==> src/rtl/clock_div_prog.sv <==
// Runtime-programmable integer clock divider with a glitch-free divisor
// update buffer and a one-cycle period tick in the fast domain.
module clock_div_prog #(
  parameter int DIV_W = 8,
  parameter int DEFAULT_DIV = 4
) (
  input  logic             clk_in,
  input  logic             reset,
  input  logic             en,
  input  logic             div_valid,
  input  logic [DIV_W-1:0] div_value,
  output logic             div_ready,
  output logic             clk_out,
  output logic             tick,
  output logic [DIV_W-1:0] cur_div,
  output logic             running,
  output logic             cfg_err
);

  localparam logic [DIV_W-1:0] DEF_N = DIV_W'(DEFAULT_DIV);
  localparam logic [DIV_W-1:0] MIN_N = DIV_W'(2);

  logic [DIV_W-1:0] count_q, count_d;
  logic [DIV_W-1:0] n_q, n_d;
  logic [DIV_W-1:0] pend_val_q, pend_val_d;
  logic             pend_q, pend_d;
  logic             clk_out_q, clk_out_d;
  logic             run_q, run_d;
  logic             err_q, err_d;

  logic boundary;
  logic stopped;
  logic apply;
  logic xfer;
  logic illegal;

  assign boundary = run_q && (count_q == n_q - 1'b1);
  assign stopped  = !run_q;
  assign apply    = pend_q && (boundary || stopped);
  assign xfer     = div_valid && !pend_q;
  assign illegal  = (div_value < MIN_N);

  always_comb begin
    count_d    = count_q + 1'b1;
    run_d      = run_q;
    n_d        = n_q;
    pend_d     = pend_q;
    pend_val_d = pend_val_q;
    err_d      = err_q;
    if (stopped || boundary) begin
      count_d = '0;
      run_d   = en;
    end
    if (apply) begin
      n_d    = pend_val_q;
      pend_d = 1'b0;
    end
    if (xfer) begin
      pend_d     = 1'b1;
      pend_val_d = illegal ? MIN_N : div_value;
      err_d      = err_q | illegal;
    end
    // Register the level for the count being entered so clk_out tracks count_q.
    clk_out_d = run_d && (count_d >= (n_d >> 1));
  end

  always_ff @(posedge clk_in) begin
    if (reset) begin
      count_q    <= '0;
      n_q        <= DEF_N;
      pend_q     <= 1'b0;
      pend_val_q <= DEF_N;
      clk_out_q  <= 1'b0;
      run_q      <= 1'b0;
      err_q      <= 1'b0;
    end else begin
      count_q    <= count_d;
      n_q        <= n_d;
      pend_q     <= pend_d;
      pend_val_q <= pend_val_d;
      clk_out_q  <= clk_out_d;
      run_q      <= run_d;
      err_q      <= err_d;
    end
  end

  assign div_ready = !pend_q;
  assign clk_out   = clk_out_q;
  assign tick      = boundary;
  assign cur_div   = n_q;
  assign running   = run_q;
  assign cfg_err   = err_q;

endmodule
==> config.mk <==
export PLATFORM = sky130hd
export DESIGN_NAME = clock_div_prog
export DESIGN_NICKNAME = d
export VERILOG_FILES = /design/src/rtl/clock_div_prog.sv
export SDC_FILE = /design/constraint.sdc
export NUM_CORES = 1
export LEC_CHECK = 0
export CORE_MARGIN = 2
export CORE_UTILIZATION = 35
export DETAILED_ROUTE_END_ITERATION = 16
export PLACE_DENSITY = 0.69
export SETUP_SLACK_MARGIN = 0.4
export SYNTH_ARGS = -nofsm -noshare
export SYNTH_HDL_FRONTEND = slang
export SYNTH_SLANG_ARGS = --single-unit
export TNS_END_PERCENT = 30
==> constraint.sdc <==
create_clock -name clk_in -period 3.4 [get_ports clk_in]
set_input_delay 0.68 -clock clk_in [delete_from_list [all_inputs] [get_ports clk_in]]
set_output_delay 0.68 -clock clk_in [all_outputs]
set_load 0.1 [all_outputs]
# After elaboration in Yosys (flattened, before gate mapping)
# Cells that the tools add are included.
# word_totals
regBits	28
latchBits	0
mem_bits_rw	0
rom_bits	0
in_bits	12
output_inout_bits	13
elab_cells	28
mem_count	0
# op_classes
addsub	2
multipliers	0
div_mod_pow	0
n_lt_le_gt_ge	2
eq_ne	1
n_shift	0
mux	6
bitwise_logic	1
n_reduce_logical	8
# op_table
operator	n
8-bit 2-to-1 mux	3
8-bit by 1-bit adder with 8-bit output (second input constant)	1
8-bit == test	1
8-bit by 7-bit >= comparator with 1-bit output	1
8-bit by 2-bit < comparator with 1-bit output (second input constant)	1
8-bit by 1-bit subtractor with 8-bit output (second input constant)	1
1-bit logical AND	4
1-bit 2-to-1 mux	3
1-bit logical NOT	2
2-bit nonzero test	1
1-bit logical OR	1
1-bit OR	1

# Longest topological paths before layout
# Gate-level depths: netlist (run 1).
# depth
depth_word	8
depth_mapped	16
ltp_nobuf	15

# Worst setup path after synthesis (run 1)
# OpenSTA, ideal clock, no wires.
# synth_path
kind	reg-to-output
startpoint	register n_q[0] (netlist: cur_div[0])
endpoint	output port tick
arrival_ns	3.806
t_required_ns	2.720
setup_slack_ns	-1.086
path_stages_with_launch	8
n_path_buf	0
cell_sequence	dfxtp_1 -> inv_1 -> ha_1 -> nor4b_1 -> xnor2_1 -> or4_1 -> a2111o_1 -> nor2_1
# synth_between
elab_chain_len	3
# synth_lines
element	line_no	source
start, declared	24	logic [DIV_W-1:0] n_q, n_d;
start signal, assigned	78	n_q <= n_d;
8-bit by 1-bit subtractor with 8-bit output	37	assign boundary = run_q && (count_q == n_q - 1'b1);
8-bit == test	37	
1-bit logical AND	37	
end, declared	14	output logic tick,
# Every way passes these cells.

# Worst setup path in the final report (run 1)
# layout_path
startpoint	register n_q[1] (netlist: cur_div[1])
endpoint	register clk_out_q (netlist: clk_out)
# layout_between
elab_chain_len	8
elab_cells_between_ends	10
cone_classes	add/sub (1); order compare (1); eq/ne (1); mux (3); reduce/logical (4)
# layout_lines
element	line_no	source
8-bit by 1-bit subtractor with 8-bit output	37	
8-bit == test	37	
1-bit logical AND	37	
1-bit logical OR	39	assign apply = pend_q && (boundary || stopped);
1-bit logical AND	39	
8-bit 2-to-1 mux (*)	54	if (apply) begin
via n_d[1]	24	
8-bit by 7-bit >= comparator with 1-bit output (*)	64	clk_out_d = run_d && (count_d >= (n_d >> 1));
1-bit logical AND (*)	64	
end signal, assigned	81	clk_out_q <= clk_out_d;
end, declared	27	logic clk_out_q, clk_out_d;
# Mark *: on every way through the listed nets, which the timed path passes. The rest lies on a longest branch.
# A chain may end at the register's enable or synchronous reset.

==> results of run 1 <==
==> area by class of cell <==
cell class              count  area [sq um]
clock buffers               4         66.31
fillers                   423          2275
well taps                  52         65.06
inverters                   7         26.28
flip-flops and latches     28         580.6
repair buffers             35         307.8
multi-input cells         141         973.4
==> path summary, 6_finish.rpt <==
path | start | endpoint | slack (ns) | cells after the start
min | cfg_err | cfg_err | 0.48 | 1
max | cur_div[1] | clk_out | 0.09 | 15
min reg2reg | cfg_err | cfg_err | 0.48 | 1
max reg2reg | cur_div[1] | clk_out | 0.09 | 15
==> layout by cell type (no fill, tap or decap), types with 2 or more instances in the layout <==
cell type / instances
inv_1: 4
dfxtp_1: 22
clkbuf_8: 3
buf_4: 21
inv_2: 2
xor2_1: 8
a21oi_1: 9
xnor2_1: 9
dfxtp_4: 5
o21ai_1: 2
nor2_1: 11
clkdlybuf4s50_1: 13
nand2_1: 33
ha_1: 8
a31oi_1: 2
mux2i_1: 15
nor2b_1: 2
nor3_1: 10
nand3_1: 10
and3_1: 2
==> worst max-delay path, cell delays in order (launching register included) <==
cell and delay, ns:
dfxtp_4 0.36, inv_2 0.06, ha_4 0.14, nor4b_4 0.20, xnor2_1 0.09, or4_1 0.40
a2111o_1 0.44, a21oi_4 0.24, mux2_4 0.32, ha_1 0.28, nor2b_1 0.14, o21ai_1 0.09
a31oi_1 0.13, o21ai_1 0.09, nand4_1 0.09, o311ai_1 0.11
==> flip-flops by register name, indices dropped and copies added, names as in the netlist <==
| register | flops |
|---|---|
| pend_val_q | 8 |
| clk_out | 1 |
| running | 1 |
| pend_q | 1 |
| cfg_err | 1 |
| cur_div | 8 |
| count_q | 8 |
==> report_power, final <==
| group | internal [W] | switching, W | leakage, nW |
|---|---|---|---|
| combinational | 0.0000500 | 0.0000754 | 0.540 |
| sequential | 0.000336 | 0.0000135 | 0.232 |
| clock | 0.000128 | 0.000108 | 0.0339 |
| total | 0.000514 | 0.000197 | 0.805 |
==> layer usage <==
layer	up-vias	wire length (um)	GRT usage [%]	part of all wire, %
met5	-	0	0	0
met4	0	50	4.487	1.5
met3	7	138	3.175	4.1
met2	27	1576	23.79	47
met1	603	1609	20.25	48
li1	694	-	-	-
==> per-stage QoR <==
step | worst slack (ns) | area [sq um] | util (%) | hold slack (ns)
after global placement | 0.1141 | 1904 | 44.35 | 0.4558
after floorplan | -0.1260 | 1597 | - | 0.4269
after detailed placement | 0.08096 | 1904 | 44.35 | 0.4568
after CTS | 0.1071 | 2001 | 46.59 | 0.4793
after global routing | -0.1226 | 2019 | 47.03 | 0.4987
final | 0.08837 | 2019 | 47.03 | 0.4763
==> cells by family after synthesis <==
logic type      share of synthesized area [%]
buf+inv                                 3.973
simple gates                            22.95
xor+xnor                                9.652
compound gates                          9.328
mux                                     10.46
fa+ha+maj                               7.299
flops                                   36.33
==> repair_timing <==
action                     4_1_cts  5_1_grt
setup endpoints to repair        2        2
hold buffers                     0        0
gates resized for setup          2        2
hold endpoints to repair         0        0
pin swaps                        2        1
setup buffers                    3        1
==> impl_metrics.tcl, run 1 <==
set metrics [dict create \
    vias_per_cell 4.985 \
    hold_viol 0 \
    yosysTopAreaCellShare_pct 36.33 \
    cts_tree "yes" \
    antenna_cells 0 \
    p_per_area_nw_per_um2 352.1 \
    initial_core_util_pct 35.93 \
    core_area_sq_um 4294 \
    p_leak_nw 0.8054 \
    cts_root_buf "clkbuf_8" \
    cap_violations 0 \
    port_buffers 24 \
    async_reset_ff_share_pct 0 \
    syn_avg_cell_area_sq_um 8.477 \
    wl_um 3374 \
    syn2layout_area_growth_pct 30.90 \
    tightest_slew_ns 0.9706 \
    instances_no_fill 267 \
    drt_pass1_iterations 4 \
    insertion_delay_ns 0.28 \
    yosys_most_used_dff "dfxtp_1" \
    ys_types 35 \
    clock_skew_ns 0.006558 \
    fp-row-count 24 \
    startpoint_type "flop" \
    yosys_warnings 0 \
    cp_max_fo 6 \
    cts_buffers 3 \
    syn_area_sq_um 1543 \
    track_usage_pct 14.96 \
    clk_pin_slew_ns 0.10 \
    setup_tns_ns 0 \
    hold_class "flop to flop" \
    final_nets 237 \
    dp_hpwl_um 2595 \
    cp.required_ns 3.56 \
    yosysMostFrequentCell "nand2_1" \
    fin_crit_sh_pct 97.40 \
    overflow 0 \
    initialDrtViolationCount 37 \
    crit_type "flop to flop" \
    grt_pass1_vias 1290 \
    outcome "complete, no violations" \
    dieArea_sq_um 4955 \
    cts.sinks 28 \
    antenna_found_initial 0 \
    die_x_um 70.39 \
    io-pin-count 25 \
    drive_gt1_share_pct 20.00 \
    vias 1331 \
    clk_path_buf_depth 2 \
    power_w 0.0007110 \
    timing.final.max_slew_violations 0 \
    syn-num-nets 203 \
    syn_inst 182 \
    ant_nets 0 \
    wl_per_cell_um 12.64 \
    worst_setup_path_end_kind "flop" \
    finalSetupViolations 0 \
    grt_max_degree 21 \
    max_freq_mhz 302.0 \
    grt_pass1_wl_um 5975 \
    rsz0062_at_grt "true" \
    cp.arrival_ns 3.47 \
    relSlewSlack_pct 35.09 \
    synth_area_leaders "dfxtp_1 (36%), mux2i_1 (9.7%), nand2_1 (8.0%)" \
    die_h_um 70.39 \
    synth-seq-cells 28 \
    ys_top_cells_by_count "nand2_1 (33), dfxtp_1 (28), mux2i_1 (15)" \
    routabilityCongestion 0.8708 \
    fin_crit_ns 3.312 \
    drc 0 \
    ys_seq_area_share_pct 36.33 \
    synth_top_area_cell "dfxtp_1" \
    vdd_drop_max_mv 0.2428 \
    synth_edf_count 0 \
    h-tree-depth 1 \
    dp_cells 259 \
]
Power figures use the tool's default switching activity.
==> run 2, diff against run 1 <==
SKIP_LAST_GASP = 1   (was unset)
==> impl_metrics.tcl, run 2 (synthesis gave the netlist of run 1 again) <==
set metrics [dict create \
    outcome "complete, no violations" \
    fin_ws_ns 0.08638 \
    p_per_area_nw_per_um2 353.8 \
    hold_path_end "cfg_err" \
    cpMostUsedCell "o21ai_1" \
    tightest_slew_ns 0.9706 \
    post-place-ws_ns 0.08096 \
    die_x_um 70.39 \
    ant_nets 0 \
    wl_per_cell_um 12.65 \
    hold_path_depth 1 \
    drive_gt1_share_pct 20.00 \
    crit_path_max_incr_delay_ns 0.44 \
    cp_cell_sequence "inv_2 > ha_4 > nor4b_4 > xnor2_1 > or4_1 > a2111o_1 > a21oi_4 > mux2_4 > ha_1 > nor2b_1 > o21ai_1 > a31oi_1 > o21ai_1 > nand4_1 > o311ai_1" \
    power_w 0.0007105 \
    h-tree-depth 1 \
    p_leak_nw 0.8049 \
    wl_um 3378 \
    overflow 0 \
    fp-row-count 24 \
    cts.sinks 28 \
    drc 0 \
    core_area_sq_um 4294 \
    fin_crit_ns 3.314 \
    fillers 425 \
    die_h_um 70.39 \
    cts_root_buf "clkbuf_8" \
    worst-r2r-cell-count 15 \
    io-pin-count 25 \
    final_nets 237 \
    grt_pass1_wl_um 5975 \
    vias 1329 \
    final_common_cell "nand2_1" \
    grt_max_degree 21 \
    initialDrtViolationCount 37 \
    rsz0062_at_grt "true" \
    cp_max_fo 6 \
    cp.arrival_ns 3.48 \
    startpoint_type "flop" \
    crit_type "flop to flop" \
    relSlewSlack_pct 35.09 \
    layout_common_cells "nand2_1 (33), dfxtp_1 (22), buf_4 (21), mux2i_1 (15), clkdlybuf4s50_1 (13)" \
    hold_viol 0 \
    fin_crit_sh_pct 97.46 \
    cp.required_ns 3.56 \
    routabilityCongestion 0.8708 \
    drt_pass1_iterations 4 \
    syn2layout_area_growth_pct 30.17 \
    antenna_cells 0 \
    cp_top_family "compound AO/OA/AOI/OAI gates" \
    track_usage_pct 14.96 \
    r2r_end "clk_out" \
    holdWs_ns 0.4764 \
    path_buf_inv 1 \
    reg2reg_slack_ns 0.09 \
    finalSetupViolations 0 \
    max_freq_mhz 301.8 \
    fin_util_pct 46.77 \
    dieArea_sq_um 4955 \
    hold_class "flop to flop" \
    initial_core_util_pct 35.93 \
    cts_hold_buf 0 \
    port_buffers 24 \
    vdd_drop_max_mv 0.2429 \
    hold_start "cfg_err" \
    clk_pin_slew_ns 0.10 \
    cts_tree "yes" \
    insertion_delay_ns 0.28 \
    r2r_start "cur_div[1]" \
    clock_skew_ns 0.006312 \
    cts_buffers 3 \
    clk_path_buf_depth 2 \
    worst_setup_path_end_kind "flop" \
    timing.final.max_slew_violations 0 \
    antenna_found_initial 0 \
    cap_violations 0 \
    vias_per_cell 4.978 \
    grt_pass1_vias 1290 \
    critical-path-slowest-cell "a2111o_1" \
    dp_hpwl_um 2595 \
]
==> run 2: report_power, final <==
| part | switching (W) | total, W | internal (W) |
|---|---|---|---|
| logic | 0.0000751 | 0.000125 | 0.0000498 |
| clock network | 0.000108 | 0.000236 | 0.000128 |
| registers | 0.0000133 | 0.000349 | 0.000336 |
| total | 0.000196 | 0.000710 | 0.000514 |
==> run 2: routing by layer <==
metal / share of wire [%] / GRT usage [%] / up-vias
met1: 49 / 20.25 / 608
li1: - / - / 694
met2: 47 / 23.79 / 20
met3: 3.4 / 3.175 / 7
met4: 1.5 / 4.487 / 0
met5: 0 / 0 / -
==> run 2: how the worst max path moves through the flow <==
stage	start	to	slack [ns]	cells past startpoint
finish	cur_div[1]	clk_out	0.09	15
detailed placement	cur_div[1]	clk_out	0.08	15
floorplan	cur_div[1]	clk_out	-0.13	16
global route	cur_div[2]	clk_out	-0.13	13
CTS	cur_div[1]	clk_out	0.11	15
global placement	cur_div[1]	clk_out	0.11	15
==> run 2: worst reg2reg max path: cells and delay by family, from the launching register on <==
| kind | cells | cell delay, ns |
|---|---|---|
| simple gates | 4 | 0.84 |
| xor+xnor | 1 | 0.09 |
| mux | 1 | 0.32 |
| buf+inv | 1 | 0.06 |
| fa+ha+maj | 2 | 0.42 |
| compound gates | 6 | 1.10 |
| flops | 1 | 0.36 |
==> run 2: final cells by class <==
class | instances | area (sq um) | area share (%)
Multi-Input combinational cell | 141 | 962.2 | 47.91
Sequential cell | 28 | 580.6 | 28.91
Timing Repair Buffer | 35 | 307.8 | 15.33
Clock buffer | 4 | 66.31 | 3.302
Tap cell | 52 | 65.06 | 3.240
Inverter | 7 | 26.28 | 1.308
==> run 2: stage by stage <==
step | TNS, ns | instances | instance area, sq um
6_report | 0 | 267 | 2008
5_1_grt | -0.1346 | 267 | 2008
4_1_cts | 0 | 266 | 2001
3_5_place_dp | 0 | 259 | 1904
3_3_place_gp | 0 | 259 | 1904
2_1_floorplan | -0.1593 | 182 | 1597
==> run 2: repair_timing <==
item | CTS | global route
setup buffers | 3 | 1
endpoints found under the hold margin | 0 | 0
pin swaps | 2 | 1
gates resized for setup | 2 | 0
endpoints found under the setup margin | 2 | 2
==> run 3, diff against run 2 <==
HOLD_SLACK_MARGIN = 0.05   (was unset)
==> results of run 3 <==
Same layout as run 2: the final DEF is identical, and so are final timing and power.
